$ cat src/rtl/mem_access_unit.sv
// ============================================================================
// mem_access_unit
// ----------------------------------------------------------------------------
// Load/store access controller sitting between the execute stage and the
// single-port data RAM (one-cycle read latency). Byte-addressed RISC-V
// loads and stores (lb/lh/lw/lbu/lhu/sb/sh/sw) become word-wide RAM
// accesses:
//   * word store        : IDLE -> WRITE -> IDLE
//   * byte/half store   : IDLE -> READ -> MERGE -> IDLE (read-modify-write)
//   * load              : IDLE -> READ -> LOAD -> IDLE
//   * misaligned/illegal: IDLE -> ERR -> IDLE (no RAM access at all)
//
// Ports:
//   clk, rst_n        clock, asynchronous active-low reset
//   req_valid/ready   request handshake (ready only in IDLE)
//   req_we            1 = store, 0 = load
//   req_size          00 byte, 01 half, 10 word, 11 illegal
//   req_unsigned      zero-extend sub-word loads
//   req_addr          byte address
//   req_wdata         store data (low bits used for sub-word stores)
//   rsp_valid         one-cycle completion pulse
//   rsp_rdata         formatted load data (0 for stores and errors)
//   rsp_misaligned    qualifies rsp_valid: request was rejected
//   mem_addr          RAM word address {2'b00, addr[31:2]}
//   write_data        RAM write enable
//   mem_write         RAM write data
//   mem_read          RAM read data, valid the cycle after address sampling
//
// ADDR_W is the word-address width of the attached RAM. The RAM ignores
// mem_addr bits at and above ADDR_W, which is what makes addresses wrap.
// ============================================================================
module mem_access_unit #(
   parameter int ADDR_W = 20
) (
   input  logic        clk,
   input  logic        rst_n,
   input  logic        req_valid,
   output logic        req_ready,
   input  logic        req_we,
   input  logic [1:0]  req_size,
   input  logic        req_unsigned,
   input  logic [31:0] req_addr,
   input  logic [31:0] req_wdata,
   output logic        rsp_valid,
   output logic [31:0] rsp_rdata,
   output logic        rsp_misaligned,
   output logic [31:0] mem_addr,
   output logic        write_data,
   output logic [31:0] mem_write,
   input  logic [31:0] mem_read
);

   // FSM encoding
   localparam logic [2:0] IDLE  = 3'd0;
   localparam logic [2:0] READ  = 3'd1;
   localparam logic [2:0] LOAD  = 3'd2;
   localparam logic [2:0] MERGE = 3'd3;
   localparam logic [2:0] WRITE = 3'd4;
   localparam logic [2:0] ERR   = 3'd5;

   localparam logic [1:0] SZ_BYTE = 2'b00;
   localparam logic [1:0] SZ_HALF = 2'b01;
   localparam logic [1:0] SZ_WORD = 2'b10;

   logic [2:0]  state;
   logic [2:0]  state_nxt;

   // Request fields captured at acceptance; everything downstream works
   // only from these copies, so req_* may change freely while busy.
   logic        we_q;
   logic [1:0]  size_q;
   logic        uns_q;
   logic [31:0] addr_q;
   logic [31:0] wdata_q;

   logic        accept;
   logic        misaligned;
   logic [31:0] merged;
   logic [31:0] load_data;
   logic [7:0]  byte_lane;
   logic [15:0] half_lane;

   assign accept = req_valid && (state == IDLE);

   // Alignment check on the incoming request. Bytes can never be
   // misaligned; size 11 is always rejected.
   always_comb begin
      misaligned = 1'b0;
      case (req_size)
         SZ_BYTE: misaligned = 1'b0;
         SZ_HALF: misaligned = req_addr[0];
         SZ_WORD: misaligned = |req_addr[1:0];
         default: misaligned = 1'b1;
      endcase
   end

   // State register
   always_ff @(posedge clk or negedge rst_n) begin
      if (!rst_n) begin
         state <= IDLE;
      end else begin
         state <= state_nxt;
      end
   end

   // Next-state logic. Every non-IDLE state lasts one cycle; the final
   // state of each sequence always returns to IDLE, which gives the one
   // idle-ready cycle between back-to-back requests.
   always_comb begin
      state_nxt = state;
      case (state)
         IDLE: begin
            if (accept) begin
               if (misaligned) begin
                  state_nxt = ERR;
               end else if (req_we && (req_size == SZ_WORD)) begin
                  state_nxt = WRITE;
               end else begin
                  state_nxt = READ;
               end
            end
         end
         READ:    state_nxt = we_q ? MERGE : LOAD;
         LOAD:    state_nxt = IDLE;
         MERGE:   state_nxt = IDLE;
         WRITE:   state_nxt = IDLE;
         ERR:     state_nxt = IDLE;
         default: state_nxt = IDLE;
      endcase
   end

   // Request capture. Reset clears the address so mem_addr starts at 0.
   always_ff @(posedge clk or negedge rst_n) begin
      if (!rst_n) begin
         we_q    <= 1'b0;
         size_q  <= 2'b00;
         uns_q   <= 1'b0;
         addr_q  <= 32'h0;
         wdata_q <= 32'h0;
      end else if (accept) begin
         we_q    <= req_we;
         size_q  <= req_size;
         uns_q   <= req_unsigned;
         addr_q  <= req_addr;
         wdata_q <= req_wdata;
      end
   end

   // Read-modify-write merge: the word just read has the addressed
   // byte or half replaced by the low bits of the store data.
   always_comb begin
      merged = mem_read;
      case (size_q)
         SZ_BYTE: begin
            case (addr_q[1:0])
               2'd0:    merged[7:0]   = wdata_q[7:0];
               2'd1:    merged[15:8]  = wdata_q[7:0];
               2'd2:    merged[23:16] = wdata_q[7:0];
               default: merged[31:24] = wdata_q[7:0];
            endcase
         end
         SZ_HALF: begin
            if (addr_q[1]) begin
               merged[31:16] = wdata_q[15:0];
            end else begin
               merged[15:0] = wdata_q[15:0];
            end
         end
         default: merged = wdata_q;
      endcase
   end

   // Lane selection for loads
   always_comb begin
      byte_lane = mem_read[7:0];
      case (addr_q[1:0])
         2'd0:    byte_lane = mem_read[7:0];
         2'd1:    byte_lane = mem_read[15:8];
         2'd2:    byte_lane = mem_read[23:16];
         default: byte_lane = mem_read[31:24];
      endcase
      half_lane = addr_q[1] ? mem_read[31:16] : mem_read[15:0];
   end

   // Load formatting: sign- or zero-extend sub-word lanes, words pass.
   always_comb begin
      load_data = mem_read;
      case (size_q)
         SZ_BYTE: load_data = {{24{byte_lane[7] & ~uns_q}}, byte_lane};
         SZ_HALF: load_data = {{16{half_lane[15] & ~uns_q}}, half_lane};
         default: load_data = mem_read;
      endcase
   end

   // Outputs are pure decodes of the state register and registered
   // request, so an asynchronous reset clears them immediately and no
   // req_* input reaches an output combinationally.
   assign req_ready      = (state == IDLE);
   assign write_data     = (state == WRITE) || (state == MERGE);
   assign rsp_valid      = (state == LOAD) || (state == WRITE) ||
                           (state == MERGE) || (state == ERR);
   assign rsp_misaligned = (state == ERR);
   assign mem_addr       = {2'b00, addr_q[31:2]};

   always_comb begin
      mem_write = 32'h0;
      case (state)
         WRITE:   mem_write = wdata_q;
         MERGE:   mem_write = merged;
         default: mem_write = 32'h0;
      endcase
   end

   assign rsp_rdata = (state == LOAD) ? load_data : 32'h0;

endmodule
$ cat config.mk
export PLATFORM = sky130hd
export DESIGN_NAME = mem_access_unit
export DESIGN_NICKNAME = d
export VERILOG_FILES = /design/src/rtl/mem_access_unit.sv
export SDC_FILE = /design/constraint.sdc
export NUM_CORES = 1
export LEC_CHECK = 0
export ABC_AREA = 1
export CAP_MARGIN = 10
export CORE_AREA = 5 5 103 105
export CTS_BUF_LIST = sky130_fd_sc_hd__clkbuf_8 sky130_fd_sc_hd__clkbuf_16
export CTS_CLUSTER_DIAMETER = 30
export CTS_CLUSTER_SIZE = 24
export DETAILED_ROUTE_END_ITERATION = 8
export DIE_AREA = 0 0 108 110
export DONT_BUFFER_PORTS = 1
export GPL_TIMING_DRIVEN = 0
export PLACE_DENSITY = 0.79
export SKIP_CTS_REPAIR_TIMING = 1
export SYNTH_ARGS = -nofsm -noshare
export SYNTH_HDL_FRONTEND = slang
export SYNTH_SLANG_ARGS = --single-unit
$ cat constraint.sdc
create_clock -name clk -period 1.59 [get_ports clk]
set_input_delay 0.159 -clock clk [delete_from_list [all_inputs] [get_ports clk]]
set_output_delay 0.159 -clock clk [all_outputs]
set_load 0.005 [all_outputs]
-- After elaboration in Yosys (flattened, before gate mapping)
Cells that the tools add are included.
- register bits: 71
- output and inout bits: 100
- equality and inequality tests: 11
- multiplexer cells: 18
- bitwise operators: 3
- reductions and logical operators: 12
- operators by type and width (operator ; number):
    $pmux 32 s2 ; 3
    $mux 16 ; 3
    $mux 32 ; 1
    $mux 8 ; 4
    $pmux 8 s3 ; 1
    $mux 3 ; 3
    $eq 2x1->1 const B ; 3
    $eq 3x2->1 const B ; 2
    $eq 3x3->1 const B ; 2
    $logic_not 2->1 ; 3
    $pmux 3 s2 ; 1
    $eq 2x2->1 const B ; 2
    $logic_or 1x1->1 ; 4
    $eq 3x1->1 const B ; 1
    $logic_not 3->1 ; 1
    $pmux 1 s3 ; 1
    $reduce_or 3->1 ; 1
    $and 1x1->1 ; 2
    $logic_and 1x1->1 ; 2
    $ne 2x1->1 const B ; 1
    $reduce_or 2->1 ; 1
    $mux 1 ; 1
    $not 1->1 ; 1

-- Depth between registers and ports, before layout
Gate-level depths: netlist of the first run.
- depth after elaboration: 6
- depth in mapped cells: 10

-- Worst setup path after synthesis of the first run
OpenSTA, ideal clock, no wires.
- path type: reg-to-output
- from: register size_q[1]
- to: output rsp_rdata[4]
- data arrival time: 1.230 ns
- required time: 1.431 ns
- setup slack: 0.201 ns
- stages on the path, launching flop included: 9
- buffers on the path: 3
- path through: dfrtp_1 -> buf_6 -> inv_4 -> buf_6 -> buf_2 -> nand3_1 -> o21ai_0 -> nand2_1 -> a21oi_1
- cells in the longest elaborated chain, start to end: 3
- ends and longest elaborated chain (element ; RTL line ; text):
    start: declaration ; 71 ; logic [1:0] size_q;
    start signal: assignment ; 142 ; size_q <= req_size;
    $eq 2x1->1 or $logic_not 2->1 (tied branches) ; 188 ; case (size_q)
    $pmux 32 s2 (*) ; 188 ;
    $mux 32 (*) ; 214 ; assign rsp_rdata = (state == LOAD) ? load_data : 32'h0;
    end: declaration ; 45 ; output logic [31:0] rsp_rdata,
Every way passes the cells marked *; elsewhere a longest branch is shown, timed or not.

-- Worst setup path after layout of the first run
- from: register size_q[1]
- to: output rsp_rdata[14]
The elaborated chain is that of the path after synthesis.

==> reports/results.tsv, run 1 <==
stage	metric	value	unit
status	outcome	finished with violations	
status	violations in the final reports	hold timing, setup timing	
synthesis	cell area after synthesis	0.005072	mm²
drt	total vias in the final route	6103	
global_routing	busiest grt layer	met2	
synthesis	ys flop type	sky130_fd_sc_hd__dfrtp_1	
clock_network	clk_lat worst skew	360	ps
synthesis	share of synthesized area spent on multiplexers	0	%
setup_path	type of element capturing the critical path	output pin	
drt	drt wl/cell	21.55	µm
power	Clock Power Share	10.2	%
synthesis	fraction of synthesized cell area in xor and xnor cells	0	%
timing	hold slack	-501.9	ps
finish	number of nets at the end of the flow	1007	
global_routing	GRT Overall Usage	28.44	%
setup_path	startpoint type of the worst setup path	flip-flop	
clock_network	CTS tree	done	
run	Maximum Capacitance Violations	0	
finish	non-filler instance count after layout	1041	
power	switching portion of total power	47.89	%
global_routing	Global Route met2 Usage	47.51	%
setup_path	critical-path maximum fanout	10	
power	Logic pwr share	67.4	%
drt	residual DRC count	0	
power	Overall Power	15.38	mW
drt	iteration-0 DRC count of the detailed router	663	
setup_path	Setup Crit Path Kind	reg -> out	
timing	Max Transition Viols Final	0	
synthesis	share of the synthesized area in the top cell type	35.03	%
drt	number of iterations in the first detailed-routing pass	6	
clock_network	CTS Sinks	71	
power	power density over cell area	1984	mW/mm²
clock_network	number of buffers created by CTS	9	
timing	Final Worst Setup Slack	-381.0	ps
synthesis	Mapped Cells	777	
synthesis	count leader, synth	sky130_fd_sc_hd__nand2_1	
timing	post-route clock skew	14.67	ps
placement	PortBufs	0	
global_routing	total gr overflow	0	
power	sequential share of power	22.5	%
placement	worst setup slack after placement	-114.3	ps
die	initial cell density of the core	53.12	%
synthesis	Commonest cells post-synth	sky130_fd_sc_hd__nand2_1 (347), sky130_fd_sc_hd__nand3_1 (94), sky130_fd_sc_hd__dfrtp_1 (71)	
synthesis	cell type with the largest total area after synthesis	sky130_fd_sc_hd__dfrtp_1	
die	die area	0.01188	mm²
die	DIE WIDTH	108	µm
synthesis	mean post-synth cell area	6.528	µm²
global_routing	via count of the first global-routing pass	4865	
finish	area overhead of the layout relative to synthesis	52.84	%
drt	remaining antenna violation count after routing	0	
synthesis	number of warnings printed during yosys synthesis	0	
synthesis	largest family of logic cells by synthesized area	simple AND/OR/NAND/NOR gates	
finish	layout cells sized above 1	34.47	%
clock_network	maximum root-to-sink buffer count	2	
die	I/O pin total	203	
setup_path	arrival time worst endpoint	1810	ps
placement	Placed Cells	911	
die	core area	0.009549	mm²
global_routing	met3 layer usage reported by global route	9.144	%
power	cell-internal power	8.016	mW
drt	number of vias per cell	5.863	
synthesis	top post-synthesis cells by area	sky130_fd_sc_hd__dfrtp_1 (35%), sky130_fd_sc_hd__nand2_1 (26%), sky130_fd_sc_hd__nand3_1 (9.3%)	
timing	Final setup viols	116	
timing	tightest slew margin relative to the limit	46.70	%
global_routing	pin count of the biggest net entering global routing	72	
finish	total area of sequential cells	0.001780	mm²
synthesis	number of enable flip-flop cells after synthesis	0	
drt	total detailed-routing wirelength	22440	µm
synthesis	share of synthesized registers carrying an async set or reset	100.0	%
placement	Final GP Congestion	0.9674	
finish	area of the multi-input gates	0.003391	mm²
die	Die Y	110	µm
synthesis	compound-cell area share of the yosys netlist	12.48	%
finish	ANT cells	0	
synthesis	Netlist cell types	30	
power	sw power	7.366	mW
worst_hold_path	HP Class	in -> async	
timing	final period demand of the worst path	1971	ps
timing	Least-Margin Pin Slew	799.5	ps
synthesis	sequential-to-total area share from yosys stat	35.03	%
synthesis	Synth Register Bits	71	
global_routing	met1 usage in global routing	34.25	%
setup_path	Worst EP required	1430	ps
timing	RSZ-0062 raised after global routing	yes	
power	leakage power of the design	3.712	nW
clock_network	clock input transition at the sequential cells of the worst setup and hold paths	80	ps
finish	number of inserted filler cells in the final layout	623	
clock_network	CTS H-tree depth	3	
die	std cell rows	36	
clock_network	root buffer cell	sky130_fd_sc_hd__clkbuf_8	
power	maximum vdd ir drop	1234	µV
timing	final hold vios	73	
global_routing	antenna violations before repair	0	
timing	achievable frequency	507.4	MHz
placement	DP HPWL	13540	µm
synthesis	simple logic cell fraction of the synthesized area	39.27	%
global_routing	global-route wire length before repair	25960	µm
timing	ratio of final minimum period to clock period	124.0	%
synthesis	adder-cell area share of the yosys netlist	0	%
==> final timing paths <==
check / startpoint / to / cells after the start / slack [ps]
hold reg to reg: wdata_q[22]$_DFFE_PN0P_ / wdata_q[22]$_DFFE_PN0P_ / 2 / 470
min in group clk: req_wdata[6] / wdata_q[6]$_DFFE_PN0P_ / 2 / -20
max in group asynchronous: rst_n / addr_q[30]$_DFFE_PN0P_ / 0 / 1980
hold / removal: rst_n / addr_q[16]$_DFFE_PN0P_ / 0 / -500
setup / recovery: size_q[1]$_DFFE_PN0P_ / rsp_rdata[14] / 5 / -380
setup reg to reg: state[0]$_DFFE_PN0P_ / addr_q[7]$_DFFE_PN0P_ / 9 / -120
==> power groups by stage <==
stage	sequential [mW]	clock, mW	combinational [mW]
after floorplan	3.12	0	4.77
after global placement	3.29	0	5.96
after detailed placement	3.32	0	6.10
after CTS	3.30	1.58	6.11
after global routing	3.55	1.65	11.0
final	3.46	1.56	10.4
==> area by class of cell <==
class	instances	share of cell area, %
Tap cell	133	2.147
Clock inverter	6	1.114
Clock buffer	9	1.598
Inverter	45	2.679
Buffer	77	9.442
Timing Repair Buffer	115	16.32
Sequential cell	71	22.97
Multi-Input combinational cell	585	43.74
==> logic make-up (layout without fill, tap and decap cells) <==
kind of cell | after synthesis | in the layout
AO/OA/AOI/OAI | 107 | 107
buffers and inverters | 122 | 252
flip-flops | 71 | 71
other | 1 | 2
AND/OR/NAND/NOR | 476 | 476
==> cell usage in the layout, fill, tap and decap left out, types with 4 or more instances in the layout <==
cell type / n
sky130_fd_sc_hd__nor3_1: 4
sky130_fd_sc_hd__buf_6: 16
sky130_fd_sc_hd__nor2_4: 7
sky130_fd_sc_hd__o21ai_1: 7
sky130_fd_sc_hd__nand3_2: 41
sky130_fd_sc_hd__dlygate4sd3_1: 65
sky130_fd_sc_hd__dfrtp_1: 68
sky130_fd_sc_hd__nand3_1: 54
sky130_fd_sc_hd__nand2_8: 4
sky130_fd_sc_hd__nor2_1: 13
sky130_fd_sc_hd__nand2_4: 5
sky130_fd_sc_hd__nand2_2: 49
sky130_fd_sc_hd__buf_4: 67
sky130_fd_sc_hd__clkbuf_8: 9
sky130_fd_sc_hd__inv_4: 5
sky130_fd_sc_hd__clkbuf_1: 8
sky130_fd_sc_hd__o211ai_1: 9
sky130_fd_sc_hd__o21ai_4: 4
sky130_fd_sc_hd__inv_1: 33
sky130_fd_sc_hd__o21ai_0: 35
sky130_fd_sc_hd__o21ai_2: 4
sky130_fd_sc_hd__clkbuf_16: 11
sky130_fd_sc_hd__nand2_1: 293
sky130_fd_sc_hd__buf_12: 7
sky130_fd_sc_hd__a21oi_2: 24
sky130_fd_sc_hd__buf_8: 12
sky130_fd_sc_hd__a21oi_4: 18
==> state kept, by name, indices dropped and copies added (netlist names) <==
register	count
uns_q	1
wdata_q	32
addr_q	32
we_q	1
state	3
size_q	2
==> routing by layer <==
metal  up-vias  routed length, µm
met5         -                  0
met4         0               1260
met3       114               2876
met2       482              10680
met1      2785               7616
li1       2722                  -
==> per-stage QoR <==
| stage | cell area [µm²] | utilization (%) | setup TNS [ps] | hold slack [ps] |
|---|---|---|---|---|
| after floorplan | 5076 | - | 0 | -136.6 |
| after global placement | 5243 | 54.90 | -1065 | -134.9 |
| after detailed placement | 5243 | 54.90 | -1564 | -134.9 |
| after CTS | 5453 | 57.10 | -26320 | -524.4 |
| after global routing | 7752 | 81.18 | -27070 | -520.5 |
| final | 7752 | 81.18 | -19200 | -501.9 |
==> critical path, stage by stage, from the launching register on <==
cell and delay, ps:
sky130_fd_sc_hd__dfrtp_1 380, sky130_fd_sc_hd__buf_6 150, sky130_fd_sc_hd__buf_4 140, sky130_fd_sc_hd__clkbuf_2 220, sky130_fd_sc_hd__o21ai_0 450, sky130_fd_sc_hd__a21oi_2 130
No activity file was read; power rests on OpenSTA's default activity.
==> run 2: changes to the inputs <==
--- a/config.mk
+++ b/config.mk
@@ -15,8 +15,11 @@
 export DIE_AREA = 0 0 108 110
 export DONT_BUFFER_PORTS = 1
 export GPL_TIMING_DRIVEN = 0
+export HOLD_SLACK_MARGIN = 0.12
 export PLACE_DENSITY = 0.79
+export RECOVER_POWER = 100
 export SKIP_CTS_REPAIR_TIMING = 1
 export SYNTH_ARGS = -nofsm -noshare
 export SYNTH_HDL_FRONTEND = slang
 export SYNTH_SLANG_ARGS = --single-unit
+export TNS_END_PERCENT = 100
==> reports/results.tsv, run 2 (synthesized netlist as in run 1, its figures left out) <==
stage	metric	value	unit
finish	number of nets at the end of the flow	1010	
global_routing	busiest grt layer	met2	
power	Overall Power	15.30	mW
timing	tightest slew margin relative to the limit	46.43	%
timing	final hold vios	71	
setup_path	type of element capturing the critical path	output pin	
status	outcome	finished with violations	
drt	remaining antenna violation count after routing	0	
clock_network	number of buffers created by CTS	9	
power	cell-internal power	7.947	mW
timing	Final Worst Setup Slack	-415.9	ps
global_routing	met3 layer usage reported by global route	9.144	%
timing	final period demand of the worst path	2006	ps
timing	achievable frequency	498.5	MHz
placement	DP HPWL	13540	µm
global_routing	via count of the first global-routing pass	4865	
power	sw power	7.350	mW
placement	worst setup slack after placement	-114.3	ps
setup_path	arrival time worst endpoint	1850	ps
die	std cell rows	36	
setup_path	reg2reg start	state[0]$_DFFE_PN0P_	
timing	RSZ-0062 raised after global routing	yes	
global_routing	antenna violations before repair	0	
power	sequential share of power	22.6	%
finish	layout cells sized above 1	33.81	%
finish	Design Area, Final	0.007761	mm²
global_routing	GRT Overall Usage	28.44	%
clock_network	clk_lat worst skew	360	ps
setup_path	Setup Crit Path Kind	reg -> out	
drt	drt wl/cell	21.52	µm
timing	Final setup viols	125	
run	Maximum Capacitance Violations	0	
die	I/O pin total	203	
setup_path	number of cells on the worst reg-to-reg path	9	
global_routing	Global Route met2 Usage	47.51	%
clock_network	clock input transition at the sequential cells of the worst setup and hold paths	80	ps
drt	residual DRC count	0	
global_routing	pin count of the biggest net entering global routing	72	
finish	largest registers in the final layout	addr_q (32), wdata_q (32), state (3)	
die	die area	0.01188	mm²
timing	total negative slack for setup checks	-21180	ps
power	Logic pwr share	67.2	%
timing	Least-Margin Pin Slew	803.5	ps
power	power density over cell area	1971	mW/mm²
setup_path	startpoint type of the worst setup path	flip-flop	
timing	hold slack	-503.2	ps
setup_path	critical-path maximum fanout	10	
die	initial cell density of the core	53.12	%
drt	number of iterations in the first detailed-routing pass	6	
power	switching portion of total power	48.05	%
worst_hold_path	HP Class	in -> async	
clock_network	CTS H-tree depth	3	
global_routing	global-route wire length before repair	25960	µm
die	Die Y	110	µm
drt	total vias in the final route	6159	
finish	most used cells in the layout excluding fill and tap cells	sky130_fd_sc_hd__nand2_1 (293), sky130_fd_sc_hd__dfrtp_1 (69), sky130_fd_sc_hd__dlygate4sd3_1 (68)	
clock_network	CTS tree	done	
placement	Final GP Congestion	0.9674	
finish	ANT cells	0	
power	leakage power of the design	3.701	nW
setup_path	register-to-register setup slack	-120	ps
placement	placed standard-cell area	0.005243	mm²
finish	total area of sequential cells	0.001779	mm²
power	Clock Power Share	10.3	%
finish	area of the multi-input gates	0.003386	mm²
finish	share of the core filled with cells	81.28	%
global_routing	met1 usage in global routing	34.25	%
status	violations in the final reports	hold timing, setup timing	
drt	iteration-0 DRC count of the detailed router	773	
timing	post-route clock skew	9.292	ps
clock_network	maximum root-to-sink buffer count	2	
finish	number of inserted filler cells in the final layout	598	
setup_path	Worst EP required	1430	ps
clock_network	CTS Sinks	71	
setup_path	worst r2r dst	addr_q[7]$_DFFE_PN0P_	
placement	PortBufs	0	
global_routing	total gr overflow	0	
timing	Max Transition Viols Final	0	
timing	ratio of final minimum period to clock period	126.2	%
die	DIE WIDTH	108	µm
die	core area	0.009549	mm²
clock_network	root buffer cell	sky130_fd_sc_hd__clkbuf_8	
finish	most common cell after layout, fill and taps aside	sky130_fd_sc_hd__nand2_1	
finish	area overhead of the layout relative to synthesis	53.01	%
power	maximum vdd ir drop	1228	µV
drt	number of vias per cell	5.899	
drt	total detailed-routing wirelength	22470	µm
## run 2: cell count changes in the layout (fill, tap and decap cells not counted)
cell / before / now
sky130_fd_sc_hd__buf_4: 67 / 37
sky130_fd_sc_hd__clkbuf_1: 8 / 12
sky130_fd_sc_hd__clkbuf_4: 3 / 29
sky130_fd_sc_hd__dfrtp_1: 68 / 69
sky130_fd_sc_hd__dfrtp_2: 3 / 2
sky130_fd_sc_hd__dlygate4sd3_1: 65 / 68
sky130_fd_sc_hd__nor2_2: 2 / 3
sky130_fd_sc_hd__nor2_4: 7 / 6
## run 2: how the worst max path moves through the flow
stage	startpoint	endpoint	slack, ps
after floorplan	size_q[1]$_DFFE_PN0P_	rsp_rdata[4]	200
after global placement	state[2]$_DFFE_PN0P_	mem_write[20]	-90
after detailed placement	state[2]$_DFFE_PN0P_	mem_write[19]	-110
after CTS	state[2]$_DFFE_PN0P_	mem_write[19]	-510
after global routing	addr_q[0]$_DFFE_PN0P_	rsp_rdata[11]	-410
final	size_q[1]$_DFFE_PN0P_	rsp_rdata[14]	-420
## run 2: stage by stage
| stage | hold WS [ps] | std cells |
|---|---|---|
| final | -503.2 | 1044 |
| after CTS | -524.4 | 926 |
| after floorplan | -136.6 | 778 |
| after global routing | -520.5 | 1044 |
| after detailed placement | -134.9 | 911 |
| after global placement | -134.9 | 911 |
## run 2: critical path, cell delays in order, from the launching register on
cell                       delay [ps]
sky130_fd_sc_hd__dfrtp_1          390
sky130_fd_sc_hd__buf_6            150
sky130_fd_sc_hd__buf_4            140
sky130_fd_sc_hd__clkbuf_2         210
sky130_fd_sc_hd__o21ai_0          480
sky130_fd_sc_hd__a21oi_2          130
## run 2: cell type report
cell class                 count  share of cell area [%]
clock inverter                 6                   1.112
buffer                        77                   9.237
tap                          133                   2.144
timing repair buffer         118                   16.69
multi-input combinational    585                   43.62
sequential                    71                   22.92
inverter                      45                   2.676
clock buffer                   9                   1.596
## run 2: per-layer routing
metal  routed length, µm  vias to the layer above
met4                1263                        0
met2               10780                      512
li1                    -                     2724
met3                2785                      115
met1                7641                     2808
met5                   0                        -
## run 2: power by group through the flow
stage / Combinational (mW) / Clock [mW] / Sequential (mW)
finish: 10.3 / 1.57 / 3.45
global route: 10.9 / 1.65 / 3.54
CTS: 6.11 / 1.58 / 3.30
detailed placement: 6.10 / 0 / 3.32
global placement: 5.96 / 0 / 3.29
floorplan: 4.77 / 0 / 3.12
==> run 3: changes to the inputs <==
--- a/config.mk
+++ b/config.mk
@@ -7,12 +7,12 @@
 export LEC_CHECK = 0
 export ABC_AREA = 1
 export CAP_MARGIN = 10
-export CORE_AREA = 5 5 103 105
+export CORE_AREA = 5 5 130 83
 export CTS_BUF_LIST = sky130_fd_sc_hd__clkbuf_8 sky130_fd_sc_hd__clkbuf_16
 export CTS_CLUSTER_DIAMETER = 30
 export CTS_CLUSTER_SIZE = 24
 export DETAILED_ROUTE_END_ITERATION = 8
-export DIE_AREA = 0 0 108 110
+export DIE_AREA = 0 0 135 88
 export DONT_BUFFER_PORTS = 1
 export GPL_TIMING_DRIVEN = 0
 export HOLD_SLACK_MARGIN = 0.12
==> constraint.sdc (replaced) <==
create_clock -name clk -period 2.3 [get_ports clk]
set_input_delay 0.23 -clock clk [delete_from_list [all_inputs] [get_ports clk]]
set_output_delay 0.23 -clock clk [all_outputs]
set_load 0.005 [all_outputs]
==> reports/results.tsv, run 3 (synthesized netlist as in run 1, its figures left out) <==
stage	metric	value	unit
status	outcome	finished with violations	
status	violations in the final reports	capacitance limit, slew limit	
die	initial cell density of the core	53.43	%
global_routing	total gr overflow	0	
finish	number of nets at the end of the flow	962	
die	I/O pin total	203	
placement	placed standard-cell area	0.005245	mm²
timing	post-route clock skew	8.398	ps
finish	most common cell after layout, fill and taps aside	sky130_fd_sc_hd__nand2_1	
power	power density over cell area	1359	mW/mm²
finish	most used cells in the layout excluding fill and tap cells	sky130_fd_sc_hd__nand2_1 (347), sky130_fd_sc_hd__nand3_1 (94), sky130_fd_sc_hd__dfrtp_1 (71)	
setup_path	arrival time worst endpoint	2010	ps
power	switching portion of total power	48.43	%
global_routing	GRT Overall Usage	30.67	%
drt	number of iterations in the first detailed-routing pass	6	
worst_hold_path	HP Class	in -> reg	
setup_path	Top Family by Delay on Critical Path	simple AND/OR/NAND/NOR gates	
global_routing	global-route wire length before repair	28020	µm
timing	hold slack	175.9	ps
power	Clock Power Share	19.7	%
timing	Least-Margin Pin Slew	1586	ps
timing	achievable frequency	446.1	MHz
power	sequential share of power	27.1	%
drt	total vias in the final route	5800	
drt	iteration-0 DRC count of the detailed router	661	
die	std cell rows	28	
drt	total detailed-routing wirelength	20340	µm
finish	area overhead of the layout relative to synthesis	22.55	%
die	core area	0.009494	mm²
finish	Design Area, Final	0.006216	mm²
die	Die Y	88	µm
setup_path	slowest cell on the critical path	sky130_fd_sc_hd__dfrtp_1	
setup_path	type of element capturing the critical path	output pin	
timing	Max Transition Viols Final	72	
finish	share of the core filled with cells	65.47	%
setup_path	reg2reg start	state[1]$_DFFE_PN0P_	
clock_network	maximum root-to-sink buffer count	2	
clock_network	CTS tree	done	
drt	residual DRC count	0	
timing	Final setup viols	0	
power	maximum vdd ir drop	905.2	µV
global_routing	pin count of the biggest net entering global routing	72	
power	cell-internal power	4.356	mW
finish	number of inserted filler cells in the final layout	830	
timing	final hold vios	0	
clock_network	clock input transition at the sequential cells of the worst setup and hold paths	60	ps
global_routing	via count of the first global-routing pass	5134	
drt	number of vias per cell	5.800	
power	sw power	4.090	mW
worst_hold_path	worst hold path startpoint	req_size[0]	
finish	layout cells sized above 1	11.34	%
setup_path	start point of the critical path	size_q[0]$_DFFE_PN0P_	
drt	remaining antenna violation count after routing	0	
power	Logic pwr share	53.2	%
setup_path	startpoint type of the worst setup path	flip-flop	
die	die area	0.01188	mm²
setup_path	Worst EP required	2070	ps
global_routing	antenna violations before repair	0	
setup_path	Buffers & Inverters on Critical Path	1	
clock_network	root buffer cell	sky130_fd_sc_hd__clkbuf_16	
placement	Final GP Congestion	0.9516	
clock_network	number of buffers created by CTS	9	
placement	DP HPWL	14580	µm
setup_path	most repeated library cell on the critical path	sky130_fd_sc_hd__nand2_1	
run	Maximum Capacitance Violations	1	
timing	ratio of final minimum period to clock period	97.46	%
timing	tightest slew margin relative to the limit	-5.712	%
placement	PortBufs	0	
timing	final period demand of the worst path	2242	ps
setup_path	cell chain of the critical path	inv_2, nand2_1, a21oi_2, nand2_1, nand2_1, nand2_1, nand2_1	
finish	largest registers in the final layout	addr_q (32), wdata_q (32), state (3)	
clock_network	CTS H-tree depth	3	
setup_path	Setup Crit Path Kind	reg -> out	
clock_network	clk_lat worst skew	350	ps
die	DIE WIDTH	135	µm
clock_network	CTS Sinks	71	
drt	drt wl/cell	20.34	µm
power	leakage power of the design	3.229	nW
setup_path	critical-path maximum fanout	9	
setup_path	slowest cell delay on critical path	470	ps
run 3: cell types whose count changed in the layout (fill, tap and decap cells not counted), sizes merged, moves of 2 or more:
cell,before,now
inv,44,46
buf,74,23
clkbuf,62,64
clkinvlp,2,0
run 3: worst register-to-register path, delay by kind of cell (launching register included):
| family | cells | cell delay (ps) |
|---|---|---|
| buffers and inverters | 3 | 1010 |
| DFF | 1 | 440 |
| and+or+nand+nor | 4 | 650 |
run 3: power by group through the flow:
stage          logic (mW)  registers (mW)  clock network, mW
2_1_floorplan        3.30            2.16                  0
3_3_place_gp         4.21            2.27                  0
3_5_place_dp         4.33            2.29                  0
4_1_cts              4.36            2.27               1.66
5_1_grt              4.94            2.35               1.72
6_report             4.49            2.29               1.67
run 3: layout make-up:
cell class | count | area (µm²) | area share (%)
Multi-Input combinational cell | 585 | 2601 | 41.85
Sequential cell | 71 | 1777 | 28.58
Timing Repair Buffer | 70 | 695.7 | 11.19
Buffer | 77 | 445.4 | 7.166
Clock buffer | 9 | 225.2 | 3.623
Inverter | 45 | 172.7 | 2.778
Tap cell | 135 | 168.9 | 2.717
Clock inverter | 7 | 127.6 | 2.053
Antenna cell | 1 | 2.502 | 0.04026
run 3: layer usage:
layer,share of wire [%],routed length (µm),global-route usage [%]
met1,40,8192,42.53
met2,43,8808,43.63
met3,15,3071,15.21
met4,1.3,265,6.038
met5,0,0,0
run 3: through the flow:
stage	std cells	worst slack [ps]	setup TNS [ps]	total power, mW
after floorplan	778	839.6	0	5.455
after detailed placement	913	475.4	0	6.613
after CTS	929	116.6	0	8.296
final	1000	58.39	0	8.446
after global placement	913	494.8	0	6.478
after global routing	999	-47.49	-149.2	9.021
run 3: path summary, 6_finish.rpt:
path | cells past startpoint | endpoint | slack (ps)
max | 7 | mem_write[18] | 60
min in group asynchronous | 2 | addr_q[5]$_DFFE_PN0P_ | 840
max reg2reg | 7 | addr_q[23]$_DFFE_PN0P_ | 120
min | 3 | state[2]$_DFFE_PN0P_ | 180
min reg2reg | 2 | addr_q[10]$_DFFE_PN0P_ | 470
max in group asynchronous | 2 | we_q$_DFFE_PN0P_ | 480
